$ cat src/rtl/logic_seq_pkg.sv
// rtl/logic_seq_pkg.sv - shared types and constants for the logic operand sequencer
//
// Purpose: FSM state encoding, opcode values and frame length used by
//          logic_operand_sequencer and its environment.
// Ports:   none (package).

package logic_seq_pkg;

   typedef enum logic [2:0] {
      ST_IDLE = 3'd0,
      ST_A_LO = 3'd1,
      ST_A_HI = 3'd2,
      ST_B_LO = 3'd3,
      ST_B_HI = 3'd4,
      ST_EXEC = 3'd5,
      ST_CAPT = 3'd6,
      ST_OUT  = 3'd7
   } state_t;

   localparam logic [7:0] OP_OR     = 8'h00;
   localparam logic [7:0] OP_NOR    = 8'h01;
   localparam int         FRAME_LEN = 5;

   // True for the states that accept a frame byte.
   function automatic logic is_loading(input state_t s);
      return (s == ST_IDLE) || (s == ST_A_LO) || (s == ST_A_HI) ||
             (s == ST_B_LO) || (s == ST_B_HI);
   endfunction

endpackage

$ cat src/rtl/logic_operand_sequencer.sv
// rtl/logic_operand_sequencer.sv - byte-framed operand loader and OR/NOR result sequencer
//
// Purpose: collects a 5-byte frame (opcode, A lo/hi, B lo/hi), drives the
//          operands to external OR/NOR units, waits for the registered OR
//          unit, captures the selected result and holds it until accepted.
// Ports:
//   clk         rising-edge clock
//   rst_n       asynchronous active-low reset
//   in_data     command/operand byte
//   in_valid    in_data valid
//   in_ready    byte accepted when in_valid & in_ready
//   a, b        operands to the OR/NOR units
//   or_result   registered OR unit output (one-clock latency)
//   nor_result  combinational NOR unit output
//   res_data    captured result
//   res_valid   res_data valid, held until accepted
//   res_ready   consumer accepts when res_valid & res_ready
//   err         high with res_data when the opcode was illegal
//   busy        high whenever the FSM is not in IDLE

module logic_operand_sequencer
   import logic_seq_pkg::*;
(
   input  logic        clk,
   input  logic        rst_n,
   input  logic [7:0]  in_data,
   input  logic        in_valid,
   output logic        in_ready,
   output logic [15:0] a,
   output logic [15:0] b,
   input  logic [15:0] or_result,
   input  logic [15:0] nor_result,
   output logic [15:0] res_data,
   output logic        res_valid,
   input  logic        res_ready,
   output logic        err,
   output logic        busy
);

   state_t      r_state;
   logic [7:0]  r_op;
   logic [15:0] r_a;
   logic [15:0] r_b;
   logic [15:0] r_res_data;
   logic        r_res_valid;
   logic        r_err;
   logic        r_busy;
   logic        r_in_ready;

   logic        w_in_xfer;
   logic        w_res_xfer;

   assign w_in_xfer  = in_valid & r_in_ready;
   assign w_res_xfer = r_res_valid & res_ready;

   // Single FSM; every output is a register updated alongside the state.
   // in_ready is registered so it is low throughout reset and first rises
   // on the edge after release, and so it only reopens one cycle after a
   // result transfer.
   always_ff @(posedge clk or negedge rst_n) begin
      if (!rst_n) begin
         r_state     <= ST_IDLE;
         r_op        <= 8'h00;
         r_a         <= 16'h0000;
         r_b         <= 16'h0000;
         r_res_data  <= 16'h0000;
         r_res_valid <= 1'b0;
         r_err       <= 1'b0;
         r_busy      <= 1'b0;
         r_in_ready  <= 1'b0;
      end else begin
         case (r_state)
            ST_IDLE: begin
               r_in_ready <= 1'b1;
               if (w_in_xfer) begin
                  r_op    <= in_data;
                  r_busy  <= 1'b1;
                  r_state <= ST_A_LO;
               end
            end
            ST_A_LO: begin
               if (w_in_xfer) begin
                  r_a[7:0] <= in_data;
                  r_state  <= ST_A_HI;
               end
            end
            ST_A_HI: begin
               if (w_in_xfer) begin
                  r_a[15:8] <= in_data;
                  r_state   <= ST_B_LO;
               end
            end
            ST_B_LO: begin
               if (w_in_xfer) begin
                  r_b[7:0] <= in_data;
                  r_state  <= ST_B_HI;
               end
            end
            ST_B_HI: begin
               if (w_in_xfer) begin
                  r_b[15:8]  <= in_data;
                  r_in_ready <= 1'b0;
                  r_state    <= ST_EXEC;
               end
            end
            // One idle cycle so the registered OR unit sees the final operands;
            // taken for every opcode to keep result latency uniform.
            ST_EXEC: begin
               r_state <= ST_CAPT;
            end
            ST_CAPT: begin
               if (r_op == OP_OR) begin
                  r_res_data <= or_result;
                  r_err      <= 1'b0;
               end else if (r_op == OP_NOR) begin
                  r_res_data <= nor_result;
                  r_err      <= 1'b0;
               end else begin
                  r_res_data <= 16'h0000;
                  r_err      <= 1'b1;
               end
               r_res_valid <= 1'b1;
               r_state     <= ST_OUT;
            end
            ST_OUT: begin
               if (w_res_xfer) begin
                  r_res_valid <= 1'b0;
                  r_busy      <= 1'b0;
                  r_in_ready  <= 1'b1;
                  r_state     <= ST_IDLE;
               end
            end
            default: begin
               r_state <= ST_IDLE;
            end
         endcase
      end
   end

   assign in_ready  = r_in_ready;
   assign a         = r_a;
   assign b         = r_b;
   assign res_data  = r_res_data;
   assign res_valid = r_res_valid;
   assign err       = r_err;
   assign busy      = r_busy;

endmodule

$ cat config.mk
export PLATFORM = sky130hd
export DESIGN_NAME = logic_operand_sequencer
export DESIGN_NICKNAME = d
export VERILOG_FILES = /design/src/rtl/logic_seq_pkg.sv /design/src/rtl/logic_operand_sequencer.sv
export SDC_FILE = /design/constraint.sdc
export NUM_CORES = 1
export LEC_CHECK = 0
export CELL_PAD_IN_SITES_DETAIL_PLACEMENT = 1
export CELL_PAD_IN_SITES_GLOBAL_PLACEMENT = 2
export CORE_MARGIN = 3
export CORE_UTILIZATION = 28
export DETAILED_ROUTE_END_ITERATION = 7
export PLACE_DENSITY = 0.79
export SYNTH_ARGS = -nofsm -noshare
export SYNTH_HDL_FRONTEND = slang
export SYNTH_SLANG_ARGS = --single-unit
$ cat constraint.sdc
create_clock -name clk -period 2 [get_ports clk]
set_input_delay 0.5 -clock clk [delete_from_list [all_inputs] [get_ports clk]]
set_output_delay 0.5 -clock clk [all_outputs]
set_load 0.1 [all_outputs]
==> results.py <==
metrics = {
    "grt": {
        "antenna_found_initial": 0,
        "grt_pass1_wl_um": 11700,
        "grt_max_degree": 64,
        "grt_pass1_vias": 2163,
        "grtUsageTotal": 0.138,
        "grt_overflow": 0,
    },
    "sta": {
        "fin_tns_setup_ns": 0,
        "period_needed_ns": 1.73,
        "worst_pin_slew_ns": 0.612,
        "rsz0062_at_grt": "false",
        "drv_slew": 0,
        "setup_viol": 0,
        "maxSlewHeadroom": 0.591,
        "finalClockSkew_ns": 0.0124,
        "post-route-period-util": 0.866,
        "max_clock_freq_ghz": 0.577,
        "hold_viol_final": 0,
    },
    "cts": {
        "cts_made_buffers": 9,
        "clkSlewWorstSetupHoldPaths_ns": 0.07,
        "cts_resized": 0,
        "cts_tree": "done",
        "cts_setup_buffers": 0,
        "insertion_delay_ns": 0.34,
        "htreeDepth": 3,
        "cts_root_buf": "clkbuf_8",
        "cts_buffer_depth": 2,
        "clock-sinks": 63,
        "cts_hold_buf": 0,
    },
    "synthesis": {
        "synth.distinct_cells": 29,
        "yosys_warnings": 0,
        "synth.largest_area_cell": "dfrtp_1",
        "seq_area_frac_synth": 0.590,
        "synth-compound-area-share": 0.0581,
        "ys_ff_latch": 63,
        "yosys.area_share.adder": 0.0187,
        "syn_area_um2": 2670,
        "synth_mux_area_frac": 0.237,
        "syn-mean-instance-area_um2": 13.4,
        "synth_top_area_share": 0.590,
        "synthCells": 199,
        "synth_xor_xnor_area_share": 0,
        "syn-num-nets": 247,
        "synthTopCellsByArea": "dfrtp_1 59%, mux2_2 16%, mux2i_1 6.0%",
        "synth_top_family_by_area": "multiplexers",
        "yosys.area_share.simple": 0.0726,
    },
    "worst_setup_path": {
        "endpoint_kind": "flop",
        "critical_path_required_ns": 2.22,
        "critPathArrivalTime_ns": 1.95,
        "critPathKind": "reg2reg",
        "start_kind": "flop",
        "crit_fanout": 6,
        "reg2reg_slack_ns": 0.27,
    },
    "route": {
        "vias": 1921,
        "first_iter_violations": 58,
        "detail_route.first_pass.iterations": 4,
        "drc_errors": 0,
        "routed_wirelength_um": 6940,
        "ant_nets": 0,
        "wl_per_cell_um": 15.9,
        "routed_via_density": 4.40,
    },
    "floorplanning": {
        "die_w_um": 104,
        "die_y_um": 104,
        "initial_core_util": 0.289,
        "fp-row-count": 35,
        "core-area_um2": 9240,
        "ioPinCount": 96,
        "die_area_um2": 10800,
    },
    "finish": {
        "layout_common_cells": "62 x dfrtp_1, 42 x clkdlybuf4s50_1, 38 x mux2_2, 30 x buf_12, 27 x buf_4",
        "final_common_cell": "dfrtp_1",
        "drive_above_1_share": 0.409,
        "finalNetCount": 351,
        "fill_cells": 972,
        "area_delta_synth_final_pct": 58.8,
        "antenna_cells": 0,
    },
    "place": {
        "finalWeightedCongestion": 0.725,
        "dp_hpwl_um": 4910,
        "port_buffers": 95,
    },
    "run": {
        "maxCapViolCount": 0,
    },
    "worst_hold_path": {
        "hold_path.class": "in2async",
    },
    "outcome": {
        "status": "completed",
    },
}
## sequential cells by signal (all words and copies together) (netlist names)
register and count:
a 16, b 16, busy 1, err 1
in_ready 1, r_op 8, r_state 3, res_data 16
res_valid 1
## cells in the mapped netlist (all sizes together)
cell	number
a211oi	1
a21boi	1
a21oi	3
a32oi	1
buf	6
clkbuf	1
dfrtp	63
ha	4
inv	4
mux2	42
mux2i	16
nand2	28
nand4	3
nor2	2
nor3	2
nor3b	1
nor4	1
o21ai	19
o41ai	1
## through the flow
step	instance area, um^2	setup WS [ns]	util	hold WS [ns]	cells
after floorplan	2670	0.211	-	0.204	199
after global placement	4020	0.0154	0.435	0.463	421
after detailed placement	4020	0.00458	0.435	0.471	421
after CTS	4250	0.239	0.459	0.166	437
after global routing	4250	0.136	0.459	0.167	437
final	4250	0.267	0.459	0.154	437
## path summary, 6_finish.rpt
kind | start | end | depth (start not counted)
setup / recovery | r_state[0]$_DFFE_PN0P_ | r_state[1]$_DFFE_PN0P_ | 5
hold / removal | rst_n | res_data[12]$_DFFE_PN0P_ | 2
setup reg to reg | r_state[0]$_DFFE_PN0P_ | r_state[1]$_DFFE_PN0P_ | 5
hold reg to reg | res_data[14]$_DFFE_PN0P_ | res_data[14]$_DFFE_PN0P_ | 2
max in group asynchronous | rst_n | r_state[0]$_DFFE_PN0P_ | 2
min in group clk | res_data[14]$_DFFE_PN0P_ | res_data[14]$_DFFE_PN0P_ | 2
## per-layer routing
layer / up-vias / part of all wire / track usage
met3: 12 / 0.059 / 0.0430
li1: 906 / - / -
met1: 935 / 0.44 / 0.173
met4: 0 / 0.020 / 0.0627
met2: 68 / 0.48 / 0.219
met5: - / 0 / 0
## critical path, stage by stage, from the launching register on
cell and delay (ns):
dfrtp_1 0.42, ha_1 0.31, nor3_2 0.23, nor3b_2 0.07
a211oi_2 0.26, mux2_1 0.34
## logic make-up (layout without fill, tap and decap cells)
group,after synthesis,count (layout)
buf+inv,11,120
flops,63,63
simple gates,37,37
mux,58,58
fa+ha+maj,4,4
compound gates,26,26
## final cells by class
cell class	instances	area (um^2)	share of cell area
clock inverter	6	92.6	0.0218
sequential	63	1580	0.372
inverter	4	15.0	0.00354
tap	129	161	0.0380
multi-input combinational	125	1030	0.243
timing repair buffer	100	1230	0.289
clock buffer	10	138	0.0324
Power is left out: the tool's default activity adds up to more than one toggle a clock period on the data nets, which glitch-free logic cannot reach.
